==> src/rtl/sram_port_arbiter_if.sv <==
// Request/response bundle for one master of sram_port_arbiter.
// The master modport is the requester side; the slave modport is the arbiter side.
interface sram_port_arbiter_if #(
    parameter int ADDR_W = 7,
    parameter int DATA_W = 32
);
    logic              req_valid;
    logic              req_we;
    logic [ADDR_W-1:0] req_addr;
    logic [DATA_W-1:0] req_wdata;
    logic              req_ready;
    logic              rsp_valid;
    logic [DATA_W-1:0] rsp_rdata;
    logic              rsp_ready;

    modport master (
        output req_valid, req_we, req_addr, req_wdata, rsp_ready,
        input  req_ready, rsp_valid, rsp_rdata
    );

    modport slave (
        input  req_valid, req_we, req_addr, req_wdata, rsp_ready,
        output req_ready, rsp_valid, rsp_rdata
    );
endinterface

==> src/rtl/sram_port_arbiter.sv <==
// Two-master front end for a 2R1W SRAM: dedicated read ports, round-robin write port.
// Optional macro SRAM_ARB_FWD_EN: a read captures a same-cycle granted write to its address.
module sram_port_arbiter #(
    parameter int ADDR_W = 7,
    parameter int DATA_W = 32
) (
    input  logic                clk,
    input  logic                reset,
    sram_port_arbiter_if.slave  m0,
    sram_port_arbiter_if.slave  m1,
    output logic [ADDR_W-1:0]   mem_read1_addr,
    output logic [ADDR_W-1:0]   mem_read2_addr,
    input  logic [DATA_W-1:0]   mem_read1_data,
    input  logic [DATA_W-1:0]   mem_read2_data,
    output logic [ADDR_W-1:0]   mem_write_addr,
    output logic [DATA_W-1:0]   mem_write_data,
    output logic                mem_write_enable
);

    typedef enum logic {EMPTY = 1'b0, FULL = 1'b1} slot_state_t;

    logic [1:0]        req_valid, req_we, rsp_ready, req_ready, rsp_valid;
    logic [1:0]        wr_req, wr_grant;
    logic [ADDR_W-1:0] req_addr  [2];
    logic [DATA_W-1:0] req_wdata [2];
    logic [DATA_W-1:0] rd_data   [2];
    logic [DATA_W-1:0] rsp_rdata [2];
    logic              rr_prio_reg, rr_prio_next;

    assign req_valid    = {m1.req_valid, m0.req_valid};
    assign req_we       = {m1.req_we, m0.req_we};
    assign rsp_ready    = {m1.rsp_ready, m0.rsp_ready};
    assign req_addr[0]  = m0.req_addr;
    assign req_addr[1]  = m1.req_addr;
    assign req_wdata[0] = m0.req_wdata;
    assign req_wdata[1] = m1.req_wdata;
    assign rd_data[0]   = mem_read1_data;
    assign rd_data[1]   = mem_read2_data;

    assign m0.req_ready = req_ready[0];
    assign m1.req_ready = req_ready[1];
    assign m0.rsp_valid = rsp_valid[0];
    assign m1.rsp_valid = rsp_valid[1];
    assign m0.rsp_rdata = rsp_rdata[0];
    assign m1.rsp_rdata = rsp_rdata[1];

    assign mem_read1_addr = m0.req_addr;
    assign mem_read2_addr = m1.req_addr;

    // No write is granted while reset is held, so a toggling bus cannot corrupt the SRAM.
    always_comb begin
        wr_req       = req_valid & req_we & {2{~reset}};
        wr_grant[0]  = wr_req[0] && (!wr_req[1] || !rr_prio_reg);
        wr_grant[1]  = wr_req[1] && (!wr_req[0] ||  rr_prio_reg);
        rr_prio_next = (&wr_req) ? ~rr_prio_reg : rr_prio_reg;
    end

    always_comb begin
        mem_write_enable = |wr_grant;
        mem_write_addr   = '0;
        mem_write_data   = '0;
        if (wr_grant[0]) begin
            mem_write_addr = req_addr[0];
            mem_write_data = req_wdata[0];
        end else if (wr_grant[1]) begin
            mem_write_addr = req_addr[1];
            mem_write_data = req_wdata[1];
        end
    end

    always_ff @(posedge clk) begin
        if (reset) rr_prio_reg <= 1'b0;
        else       rr_prio_reg <= rr_prio_next;
    end

    genvar gi;
    generate
        for (gi = 0; gi < 2; gi++) begin : g_slot
            slot_state_t       state_reg, state_next;
            logic [DATA_W-1:0] rdata_reg, rdata_next, capture_data;
            logic              slot_free, rd_accept;

            // Draining the current response frees the slot in the same cycle.
            assign slot_free      = (state_reg == EMPTY) || rsp_ready[gi];
            assign rd_accept      = req_valid[gi] && !req_we[gi] && slot_free;
            assign req_ready[gi]  = req_we[gi] ? wr_grant[gi] : slot_free;
            assign rsp_valid[gi]  = (state_reg == FULL);
            assign rsp_rdata[gi]  = rdata_reg;

`ifdef SRAM_ARB_FWD_EN
            localparam int OI = 1 - gi;
            assign capture_data = (wr_grant[OI] && (req_addr[OI] == req_addr[gi]))
                                  ? req_wdata[OI] : rd_data[gi];
`else
            assign capture_data = rd_data[gi];
`endif

            always_ff @(posedge clk) begin
                if (reset) begin
                    state_reg <= EMPTY;
                    rdata_reg <= '0;
                end else begin
                    state_reg <= state_next;
                    rdata_reg <= rdata_next;
                end
            end

            always_comb begin
                state_next = state_reg;
                rdata_next = rdata_reg;
                if (rd_accept) begin
                    state_next = FULL;
                    rdata_next = capture_data;
                end else if (state_reg == FULL && rsp_ready[gi]) begin
                    state_next = EMPTY;
                end
            end
        end
    endgenerate

endmodule

==> src/flat_wrapper.sv <==
// flat-port wrapper written by rule: the top's interface ports become plain ports
module sram_port_arbiter_flat 
#(
    parameter int ADDR_W = 7,
    parameter int DATA_W = 32
)
  (clk, reset, mem_read1_addr, mem_read2_addr, mem_read1_data, mem_read2_data, mem_write_addr, mem_write_data, mem_write_enable, m0_req_valid, m0_req_we, m0_req_addr, m0_req_wdata, m0_rsp_ready, m0_req_ready, m0_rsp_valid, m0_rsp_rdata, m1_req_valid, m1_req_we, m1_req_addr, m1_req_wdata, m1_rsp_ready, m1_req_ready, m1_rsp_valid, m1_rsp_rdata);
  sram_port_arbiter_if #(.ADDR_W(ADDR_W), .DATA_W(DATA_W)) m0_i ();
  sram_port_arbiter_if #(.ADDR_W(ADDR_W), .DATA_W(DATA_W)) m1_i ();
  input  logic clk;
  input  logic reset;
  output logic [ADDR_W-1:0] mem_read1_addr;
  output logic [ADDR_W-1:0] mem_read2_addr;
  input  logic [DATA_W-1:0] mem_read1_data;
  input  logic [DATA_W-1:0] mem_read2_data;
  output logic [ADDR_W-1:0] mem_write_addr;
  output logic [DATA_W-1:0] mem_write_data;
  output logic mem_write_enable;
  input wire logic [$bits(m0_i.req_valid)-1:0] m0_req_valid;
  input wire logic [$bits(m0_i.req_we)-1:0] m0_req_we;
  input wire logic [$bits(m0_i.req_addr)-1:0] m0_req_addr;
  input wire logic [$bits(m0_i.req_wdata)-1:0] m0_req_wdata;
  input wire logic [$bits(m0_i.rsp_ready)-1:0] m0_rsp_ready;
  output wire logic [$bits(m0_i.req_ready)-1:0] m0_req_ready;
  output wire logic [$bits(m0_i.rsp_valid)-1:0] m0_rsp_valid;
  output wire logic [$bits(m0_i.rsp_rdata)-1:0] m0_rsp_rdata;
  input wire logic [$bits(m1_i.req_valid)-1:0] m1_req_valid;
  input wire logic [$bits(m1_i.req_we)-1:0] m1_req_we;
  input wire logic [$bits(m1_i.req_addr)-1:0] m1_req_addr;
  input wire logic [$bits(m1_i.req_wdata)-1:0] m1_req_wdata;
  input wire logic [$bits(m1_i.rsp_ready)-1:0] m1_rsp_ready;
  output wire logic [$bits(m1_i.req_ready)-1:0] m1_req_ready;
  output wire logic [$bits(m1_i.rsp_valid)-1:0] m1_rsp_valid;
  output wire logic [$bits(m1_i.rsp_rdata)-1:0] m1_rsp_rdata;
  assign m0_i.req_valid = m0_req_valid;
  assign m0_i.req_we = m0_req_we;
  assign m0_i.req_addr = m0_req_addr;
  assign m0_i.req_wdata = m0_req_wdata;
  assign m0_i.rsp_ready = m0_rsp_ready;
  assign m0_req_ready = m0_i.req_ready;
  assign m0_rsp_valid = m0_i.rsp_valid;
  assign m0_rsp_rdata = m0_i.rsp_rdata;
  assign m1_i.req_valid = m1_req_valid;
  assign m1_i.req_we = m1_req_we;
  assign m1_i.req_addr = m1_req_addr;
  assign m1_i.req_wdata = m1_req_wdata;
  assign m1_i.rsp_ready = m1_rsp_ready;
  assign m1_req_ready = m1_i.req_ready;
  assign m1_rsp_valid = m1_i.rsp_valid;
  assign m1_rsp_rdata = m1_i.rsp_rdata;
  sram_port_arbiter #(.ADDR_W(ADDR_W), .DATA_W(DATA_W)) u_core (.clk(clk), .reset(reset), .m0(m0_i), .m1(m1_i), .mem_read1_addr(mem_read1_addr), .mem_read2_addr(mem_read2_addr), .mem_read1_data(mem_read1_data), .mem_read2_data(mem_read2_data), .mem_write_addr(mem_write_addr), .mem_write_data(mem_write_data), .mem_write_enable(mem_write_enable));
endmodule
==> config.mk <==
export PLATFORM = sky130hd
export DESIGN_NAME = sram_port_arbiter_flat
export DESIGN_NICKNAME = d
export VERILOG_FILES = /design/src/rtl/sram_port_arbiter_if.sv /design/src/rtl/sram_port_arbiter.sv /design/src/flat_wrapper.sv
export SDC_FILE = /design/constraint.sdc
export NUM_CORES = 1
export LEC_CHECK = 0
export CAP_MARGIN = 20
export CORE_AREA = 2 2 107 109
export CTS_CLUSTER_SIZE = 8
export DETAILED_ROUTE_END_ITERATION = 6
export DIE_AREA = 0 0 109 111
export PLACE_DENSITY = 0.88
export SYNTH_ARGS = -nofsm -noshare
export SYNTH_HDL_FRONTEND = slang
export SYNTH_SLANG_ARGS = --single-unit
==> constraint.sdc <==
create_clock -name clk -period 1.85 [get_ports clk]
set_input_delay 0.37 -clock clk [delete_from_list [all_inputs] [get_ports clk]]
set_output_delay 0.37 -clock clk [all_outputs]
set_load 0.01 [all_outputs]
== After elaboration in Yosys (flattened, before gate mapping) ==
Cells that the tools add are included.
Widths: inputs -> output; s select.
Word-level totals
  output and inout bits: 122
  word-level logic and storage cells: 42
  bits in registers: 67
  bits of input ports: 150
Cells by class
  mux-type cells: 10
  reduce and logical (&&, ||, !) cells: 21
  bitwise logic cells: 6
Operator list (count)
  $mux 32: 2
  $mux 7: 2
  $logic_and 1x1->1: 8
  $mux 1: 6
  $logic_not 1->1: 5
  $and 2x2->2: 2
  $logic_or 1x1->1: 4
  $not 1->1: 4
  $reduce_bool 2->1: 2
  $reduce_and 2->1: 1
  $reduce_or 2->1: 1

== Logic depth before layout (Yosys ltp) ==
  depth after elaboration: 7
  mapped depth: 5
  mapped depth without buffers: 3

== Worst setup path after synthesis ==
No wires, ideal clock.
  path type: input to output
  from: in reset
  to: out mem_write_addr[0]
  cell stages on the path: 4
  data required time: 1.480 ns
  path buffers: 2
  data arrival time: 1.291 ns
  setup slack: 0.189 ns
  path through: clkbuf_1 -> a311oi_1 -> buf_2 -> a22o_1
Between the ends
  longest elaborated chain between the ends: 7
  elaborated cells between the ends (all ways): 10
  classes of those cells: mux (2); bitwise (2); reduce/logical (6)
Ends and longest elaborated chain
  start: declaration: line flat_wrapper.sv:11  | input logic reset;
  $not 1->1 *: line sram_port_arbiter.sv:52  | wr_req = req_valid & req_we & {2{~reset}};
  $and 2x2->2 *: line sram_port_arbiter.sv:52
  $logic_not 1->1: line sram_port_arbiter.sv:54  | wr_grant[1] = wr_req[1] && (!wr_req[0] || rr_prio_reg);
  $logic_or 1x1->1: line sram_port_arbiter.sv:54
  $logic_and 1x1->1: line sram_port_arbiter.sv:54
  $mux 7: line sram_port_arbiter.sv:65  | end else if (wr_grant[1]) begin
  $mux 7 *: line sram_port_arbiter.sv:62  | if (wr_grant[0]) begin
  end: declaration: line flat_wrapper.sv:16  | output logic [ADDR_W-1:0] mem_write_addr;
Mark *: on every way between the ends. The rest lies on a longest branch, timed or not.

== Final worst setup path ==
  from: reg u_core.rr_prio_reg
  to: out mem_write_data[10]
Between the ends
  longest elaborated chain between the ends: 4
  elaborated cells between the ends (all ways): 7
  classes of those cells: mux (2); reduce/logical (5)
Ends and longest elaborated chain
  start: declaration: line sram_port_arbiter.sv:28  | logic rr_prio_reg, rr_prio_next;
  start signal: assignment: line sram_port_arbiter.sv:73  | else rr_prio_reg <= rr_prio_next;
  $logic_or 1x1->1 or $logic_not 1->1 (tied branches): line sram_port_arbiter.sv:54, sram_port_arbiter.sv:53
  $logic_and 1x1->1 or $logic_or 1x1->1 (tied branches): line sram_port_arbiter.sv:54, sram_port_arbiter.sv:53
  $mux 32 or $logic_and 1x1->1 (tied branches): line sram_port_arbiter.sv:65, sram_port_arbiter.sv:53
  $mux 32 *: line sram_port_arbiter.sv:62
  end: declaration: line flat_wrapper.sv:17  | output logic [DATA_W-1:0] mem_write_data;
Marks and branches as above.

==> impl_metrics.tcl <==
set metrics [dict create \
    status "finished, violations left" \
    violations "negative setup slack" \
    finalSetupViolCount 41 \
    final.setup_skew_ps 3.56 \
    crit_top_cell "buf_6" \
    wl_mm 13.4 \
    p_per_area_nw_per_um2 688 \
    worstRegToRegCells 5 \
    fmax_mhz 488 \
    worstReg2RegEnd "u_core.m1.rsp_rdata[18]" \
    drc 0 \
    ant_nets 0 \
    dieArea_um2 12100 \
    maxSlewHeadroom 0.691 \
    crit_required_ps 1480 \
    cts-root-buf "clkbuf_16" \
    syn_inst 375 \
    nFillCells 899 \
    finalHoldViolCount 0 \
    drt_pre_antenna_iters 4 \
    drt_iter0_markers 191 \
    post-route-period-util 1.11 \
    dpl_cell_area_um2 6230 \
    r2r-start "u_core.m1.rsp_valid" \
    clk_pin_slew_ps 50 \
    dr_total_vias 4026 \
    path_cells "buf_6, a311oi_4, buf_4, buf_6, buf_12, a22o_1, buf_2" \
    grt_max_degree 65 \
    synth_area_um2 3330 \
    peakVddDrop_v 0.000479 \
    grt_pass1_wl_mm 20.4 \
    period_needed_ps 2050 \
    cts_buffers 9 \
    finalMaxSlewViolations 0 \
    synth_xor_xnor_area_share 0 \
    end_kind "output port" \
    ys_seq_area_frac 0.403 \
    synthSimpleGateAreaFrac 0.184 \
    syn-num-nets 525 \
    synth_warnings 0 \
    initial_core_util 0.301 \
    critPathMaxStageDelay_ps 350 \
    r2r_slack_ps 390 \
    muxShareOfSynthArea 0 \
    worst-path-max-fanout 8 \
    final_area_um2 6720 \
    num_rows 39 \
    synthAdderAreaFrac 0 \
    path_delay_family "buffers and inverters" \
    wl_per_cell_um 16.8 \
    cp_num_buf_inv 5 \
    cts.sinks 67 \
    die_h_um 111 \
    crit_start "u_core.rr_prio_reg" \
    synthDistinctLibCells 17 \
    grt_overflow 0 \
    ys_ff_latch 67 \
    antenna_found_initial 1 \
    drive_above_1_share 0.182 \
    gp_congestion 0.910 \
    port_buffers 271 \
    min_path_type "reg -> reg" \
    cpMaxStageDelayCell "dfxtp_4" \
    rsz0062_at_grt "true" \
    p_leak_uw 0.00262 \
    dp_hpwl_mm 9.93 \
    fin_ws_ps -201 \
    min_to "u_core.m1.rsp_rdata[23]" \
    synth_compound_area_frac 0.312 \
    synth_top_family_by_area "compound AO/OA/AOI/OAI gates" \
    min-delay-start "u_core.m1.rsp_rdata[23]" \
    via_per_inst 5.05 \
    clock_path_buffers 2 \
    holdPathStages 2 \
    path_class "reg -> out" \
    cap_viol_max_count 0 \
    critPathArrivalTime_ps 1680 \
    htreeDepth 3 \
    tightest_slew_ps 463 \
    insertion_delay_ps 320 \
    die_w_um 109 \
    nets 798 \
    design.core.area_um2 11100 \
    avgSynthCellArea_um2 8.88 \
    track_usage 0.216 \
    tritoncts "yes" \
    io-pin-count 272 \
    first_global_vias 3918 \
    cp-start-kind "flip-flop" \
    areaGrowthSynthToFinish_pct 102 \
    post-route-util 0.606 \
]
[report_power, final]
| part | internal [µW] | leakage, µW | switching, µW |
|---|---|---|---|
| logic | 633 | 0.00189 | 368 |
| registers | 1510 | 0.000548 | 32.2 |
| clock network | 1460 | 0.000173 | 622 |
[cells in the final DEF (no fill, tap or decap), types with 3 or more instances in the layout]
master,instances
or3b_1,64
clkdlybuf4s50_1,222
a21oi_1,68
dfxtp_1,66
clkbuf_16,9
buf_2,45
o21ai_0,65
bufinv_16,4
buf_6,12
nand2b_1,3
buf_12,8
a22o_1,39
buf_4,23
buf_16,5
[through the flow]
step | TNS, ps | total power [µW] | hold WS [ps] | setup slack, ps | instances
floorplan | 0 | 1910 | 472 | 189 | 375
global placement | -38720 | 2530 | 461 | -897 | 763
detailed placement | -43020 | 2560 | 466 | -990 | 763
CTS | -6880 | 4690 | 473 | -205 | 799
global route | -9130 | 4820 | 497 | -260 | 797
finish | -5980 | 4620 | 473 | -201 | 797
[tightest hold or removal path, stage by stage, from the launching register on]
cell and delay (ps):
dfxtp_1 300, o21ai_0 60, a21oi_1 60
[routing by layer]
metal,global-route usage,vias up,wire length [µm],part of all wire
li1,-,1932,-,-
met1,0.244,1860,5200,0.39
met2,0.367,201,6570,0.49
met3,0.0729,33,1280,0.096
met4,0.0880,0,380,0.028
met5,0,-,0,0
[area by class of cell]
type	count	area, µm²	share of cell area
timing repair buffer	320	3110	0.463
multi-input combinational	249	1710	0.254
sequential	67	1350	0.200
clock buffer	10	229	0.0341
tap	143	179	0.0266
clock inverter	6	136	0.0203
inverter	1	3.75	0.000559
antenna	1	2.50	0.000373
[cell usage after synthesis, drive strengths merged]
| cell | n | area (µm²) |
|---|---|---|
| a22o | 39 | 342 |
| nand2b | 4 | 25.0 |
| o21ai | 65 | 325 |
| a311oi | 2 | 17.5 |
| nor2b | 2 | 12.5 |
| clkbuf | 25 | 93.8 |
| dfxtp | 67 | 1340 |
| a21oi | 68 | 340 |
| nand2 | 2 | 7.51 |
| buf | 33 | 239 |
| inv | 1 | 3.75 |
| or3b | 64 | 561 |
| or3 | 1 | 6.26 |
| o21bai | 2 | 15.0 |
[what timing repair did]
action / 4_1_cts / 5_1_grt
hold buffers: 0 / 0
hold endpoints to repair: 0 / 0
gates cloned: 6 / 0
gates resized for setup: 209 / 6
pin swaps: 22 / 6
endpoints found under the setup margin: 43 / 42
setup buffers: 14 / 0
[cells by family (layout without fill, tap and decap cells)]
kind of cell,count (synthesis),in the layout
AOI/OAI and AO/OA,176,176
buffers and inverters,59,337
DFF,67,67
and+or+nand+nor,73,73
other,0,1
[worst max-delay path by stage]
| stage | to | cells past startpoint |
|---|---|---|
| after CTS | mem_write_data[18] | 8 |
| after global routing | mem_write_data[7] | 7 |
| after floorplan | mem_write_addr[0] | 4 |
| after detailed placement | mem_write_data[4] | 6 |
| final | mem_write_data[10] | 7 |
| after global placement | mem_write_addr[4] | 7 |
Power figures use the tool's default switching activity.
==> edit 1: new RTL, config.mk and constraints unchanged <==
`DATA_W` is set to 32 in 3 places; all go to 28.
--- a/src/rtl/sram_port_arbiter_if.sv
+++ b/src/rtl/sram_port_arbiter_if.sv
@@ -2,7 +2,7 @@
 // The master modport is the requester side; the slave modport is the arbiter side.
 interface sram_port_arbiter_if #(
     parameter int ADDR_W = 7,
-    parameter int DATA_W = 32
+    parameter int DATA_W = 28
 );
     logic              req_valid;
     logic              req_we;
--- a/src/rtl/sram_port_arbiter.sv
+++ b/src/rtl/sram_port_arbiter.sv
@@ -2,7 +2,7 @@
 // Optional macro SRAM_ARB_FWD_EN: a read captures a same-cycle granted write to its address.
 module sram_port_arbiter #(
     parameter int ADDR_W = 7,
-    parameter int DATA_W = 32
+    parameter int DATA_W = 28
 ) (
     input  logic                clk,
     input  logic                reset,
--- a/src/flat_wrapper.sv
+++ b/src/flat_wrapper.sv
@@ -2,7 +2,7 @@
 module sram_port_arbiter_flat 
 #(
     parameter int ADDR_W = 7,
-    parameter int DATA_W = 32
+    parameter int DATA_W = 28
 )
   (clk, reset, mem_read1_addr, mem_read2_addr, mem_read1_data, mem_read2_data, mem_write_addr, mem_write_data, mem_write_enable, m0_req_valid, m0_req_we, m0_req_addr, m0_req_wdata, m0_rsp_ready, m0_req_ready, m0_rsp_valid, m0_rsp_rdata, m1_req_valid, m1_req_we, m1_req_addr, m1_req_wdata, m1_rsp_ready, m1_req_ready, m1_rsp_valid, m1_rsp_rdata);
   sram_port_arbiter_if #(.ADDR_W(ADDR_W), .DATA_W(DATA_W)) m0_i ();
Ports: changed (7 resized); port bits go from 272 to 244. The function was not compared with the original's and may differ.
==> edit 1 against the original RTL <==
  * The run still ends with setup timing left
  * Wire length decreased by 7.9%
  * Sequential share of layout area about the same
  * Clock power decreased by 13%
  * Non-clock buffer count decreased by 37
  * Design area decreased by 12%
  * Synthesized area decreased by 9.6%
  * Setup slack improved by 0.057 ns
  * Sequential cell count decreased by 8
  * Via count decreased by 12%
  * First-iteration DRC count increased by 32%
  * Total power decreased by 12%
  * Highest routed layer unchanged
==> edit 1: results (changes against the original RTL) <==
* Detailed Route Iter0 Violations at 253 (was 191)
* Reg2reg setup slack at 0.36 ns (was 0.39 ns)
* Fin Clk Skew at 0.00400 ns (was 0.00356 ns)
* First-pass GRT wire length at 18.5 mm (was 20.4 mm)
* Min setup slack post-route at -0.143 ns (was -0.201 ns)
* Wirelength per Cell at 17.1 um (was 16.8 um)
* Post-Syn Area per Cell at 9.07 um^2 (was 8.88 um^2)
* Routability Congestion at 0.967 (was 0.910)
* Failing checks: setup timing (unchanged)
* Setup-failing EPs final at 36 (was 41)
* Register area share after synthesis at 39.2% (was 40.3%)
* Critical Path Max Stage Delay at 0.37 ns (was 0.35 ns)
* Share of cells above drive strength 1 at 18.6% (was 18.2%)
* Placement Setup Slack at -0.901 ns (was -0.990 ns)
* Sum Neg Setup Slack at -3.67 ns (was -5.98 ns)
* FF-to-FF End: u_core.m1.rsp_rdata[5] (was u_core.m1.rsp_rdata[18])
* Switching part of the total at 22.8% (was 22.1%)
* Peak VDD IR at 0.412 mV (was 0.479 mV)
* Pin count of the biggest net entering global routing at 60 (was 65)
* Fillers at 1003 (was 899)
* Placed Area at 5560 um^2 (was 6230 um^2)
* Final non-filler cell total at 724 (was 797)
* Design Area, Final at 5930 um^2 (was 6720 um^2)
* Crit path DAT at 1.62 ns (was 1.68 ns)
* Cells after DPL at 695 (was 763)
* Netlist cell types at 18 (was 17)
* Crit path to: mem_write_data[2] (was mem_write_data[10])
* Detailed placement HPWL at 8.89 mm (was 9.93 mm)
* Commonest cells in the netlist: 60 x a21oi_1, 59 x dfxtp_1, 56 x or3b_1 (was 68 x a21oi_1, 67 x dfxtp_1, 65 x o21ai_0)
* Top cells by area, synth: dfxtp_1 39%, or3b_1 16%, a22o_1 10% (was dfxtp_1 40%, or3b_1 17%, a22o_1 10%)
* Status: complete, but fails checks (unchanged)
* Vias/cell at 4.91 (was 5.05)
* Tot GR Track Use at 19.4% (was 21.6%)
* Synth Net Count at 466 (was 525)
-- edit 1: what timing repair did --
action / CTS / global route
pin swaps: 31 / 8
cloned: 6 / 1
resized for setup: 199 / 11
buffers inserted: 4 / 1
endpoints found under the setup margin: 47 / 37
-- edit 1: layout make-up --
cell class                 instances  area share (%)
antenna                            1          0.0422
clock buffer                      11            4.26
clock inverter                     5            1.27
inverter                           1          0.0633
sequential                        59            20.0
timing repair buffer             283            45.6
multi-input combinational        221            25.8
tap                              143            3.02
-- edit 1: worst min path at each step --
stage                             from                       to  slack, ns
2_1_floorplan      u_core.m0.rsp_valid      u_core.m0.rsp_valid       0.50
3_3_place_gp   u_core.m0.rsp_rdata[16]  u_core.m0.rsp_rdata[16]       0.46
3_5_place_dp    u_core.m0.rsp_rdata[0]   u_core.m0.rsp_rdata[0]       0.47
4_1_cts                   m0_req_valid       u_core.rr_prio_reg       0.47
5_1_grt         u_core.m0.rsp_rdata[4]   u_core.m0.rsp_rdata[4]       0.50
6_report        u_core.m1.rsp_rdata[1]   u_core.m1.rsp_rdata[1]       0.48
-- edit 1: logic make-up (layout without fill, tap and decap cells) --
logic type | count (synthesis) | count (layout) | synth area share, %
compound gates | 156 | 156 | 31.9
simple gates | 65 | 65 | 18.2
flops | 59 | 59 | 39.2
buf+inv | 52 | 300 | 10.7
other cells | 0 | 1 | 0
-- edit 1: power groups by stage --
stage                     registers (mW)  clock network, mW  logic [mW]
final                               1.36               1.80       0.895
after global routing                1.37               1.89       0.950
after CTS                           1.36               1.84       0.876
after detailed placement            1.39                  0       0.890
after global placement              1.39                  0       0.882
after floorplan                     1.41                  0       0.288
-- edit 1: per-layer routing --
metal,part of all wire (%),track usage (%)
met1,39,22.0
met2,51,34.0
met3,8.3,4.06
met4,2.2,8.80
met5,0,0
-- edit 1: through the flow --
stage               power [mW]  hold WS, ns
CTS                       4.08        0.474
finish                    4.06        0.476
global placement          2.27        0.460
global route              4.21        0.497
detailed placement        2.28        0.469
floorplan                 1.70        0.497
-- edit 1: critical path: cells and delay by family, from the launching register on --
| family | cells | cell delay, ns |
|---|---|---|
| DFF | 1 | 0.37 |
| buffers and inverters | 5 | 0.60 |
| AOI/OAI and AO/OA | 2 | 0.35 |
==> edit 2: new RTL, same flow settings <==
Without the edit above. Reset style: asynchronous (`reset`), changed in 2 clocked blocks.
--- a/src/rtl/sram_port_arbiter.sv
+++ b/src/rtl/sram_port_arbiter.sv
@@ -68,7 +68,7 @@
         end
     end
 
-    always_ff @(posedge clk) begin
+    always_ff @(posedge clk or posedge reset) begin
         if (reset) rr_prio_reg <= 1'b0;
         else       rr_prio_reg <= rr_prio_next;
     end
@@ -95,7 +95,7 @@
             assign capture_data = rd_data[gi];
 `endif
 
-            always_ff @(posedge clk) begin
+            always_ff @(posedge clk or posedge reset) begin
                 if (reset) begin
                     state_reg <= EMPTY;
                     rdata_reg <= '0;
Behaviour: differs if reset is asserted again (counterexample within 4 cycles, from zero or initial values and one cycle with reset high); with reset held inactive, the same outputs for 10 cycles.
==> edit 2 against the original RTL <==
  * The run still ends with setup timing left
  * Synthesized area fell by 4.0%
  * Total power up 21%
  * Hold slack better by 0.015 ns
  * Fmax is 4.1% lower
  * Sequential power up 23%
  * Combinational power increased by 85%
  * Wire length down 2.7%
  * Synthesized cell count shrank 42%
  * Global-route usage is 0.63 points lower
  * Via count is 25% lower
  * Design area rose by 1.5%
  * Setup slack worse by 0.088 ns
  * Sequential cell count is the same
==> edit 2: results (changes against the original RTL) <==
* Sum Neg Setup Slack at -9.98 ns (was -5.98 ns)
* Routability Congestion at 0.884 (was 0.910)
* Placement Setup Slack at -0.834 ns (was -0.990 ns)
* Power per Cell Area at 821 nW/um^2 (was 688 nW/um^2)
* Area occupied by registers at 1680 um^2 (was 1350 um^2)
* Layout clock area frac at 4.81% (was 5.44%)
* Hold_sp: u_core.m0.rsp_rdata[24] (was u_core.m1.rsp_rdata[23])
* Detailed Route Iter0 Violations at 108 (was 191)
* Final Net Count at 649 (was 798)
* WL met3 at 1.31 mm (was 1.28 mm)
* Psw at 1.43 mW (was 1.02 mW)
* Vias in the first global route at 3446 (was 3918)
* Min Hold Slack at 0.488 ns (was 0.473 ns)
* Multi-input logic area at 1520 um^2 (was 1710 um^2)
* Setup-failing EPs final at 41 (unchanged)
* Initial antenna violation count at 0 (was 1)
* Critical Path Max Stage Delay at 0.42 ns (was 0.35 ns)
* Signal buffers share of area at 45.5% (was 46.3%)
* Reg2reg setup slack at 0.28 ns (was 0.39 ns)
* Post-Syn Area per Cell at 14.8 um^2 (was 8.88 um^2)
* Status: complete, but fails checks (unchanged)
* Min setup slack post-route at -0.289 ns (was -0.201 ns)
* Failing checks: setup timing (unchanged)
* Fillers at 829 (was 899)
* Tot GR Track Use at 21.0% (was 21.6%)
* Sequential cell area share at 24.6% (was 20.0%)
* FF-to-FF End: u_core.m1.rsp_rdata[3] (was u_core.m1.rsp_rdata[18])
* Slowest-stage cell, CP: dfrtp_1 (was dfxtp_4)
* Crit path DAT at 1.77 ns (was 1.68 ns)
* Hold Crit Depth at 1 (was 2)
## edit 2: cell types whose count changed after synthesis, moves of 11 or more
| cell | change |
|---|---|
| dfxtp_1 | -67 |
| o21ai_0 | -65 |
| or3b_1 | -64 |
| mux2_2 | +60 |
| dfrtp_1 | +67 |
| a21oi_1 | -67 |
| a22o_2 | +34 |
| clkbuf_1 | -25 |
| a22o_1 | -34 |
| buf_2 | -11 |
## edit 2: logic make-up (layout without fill, tap and decap cells)
kind of cell	count (synthesis)	in the layout	share of synthesized area [%]
DFF	67	67	52.4
muxes	64	64	22.8
AOI/OAI and AO/OA	44	44	13.9
buffers and inverters	29	317	7.98
and+or+nand+nor	11	11	2.66
xor gates and xnor gates	1	1	0.274
## edit 2: what timing repair did
item,4_1_cts,5_1_grt
cloned,5,1
pin swaps,26,12
buffers inserted,8,1
gates resized for setup,257,13
endpoints found under the setup margin,45,43
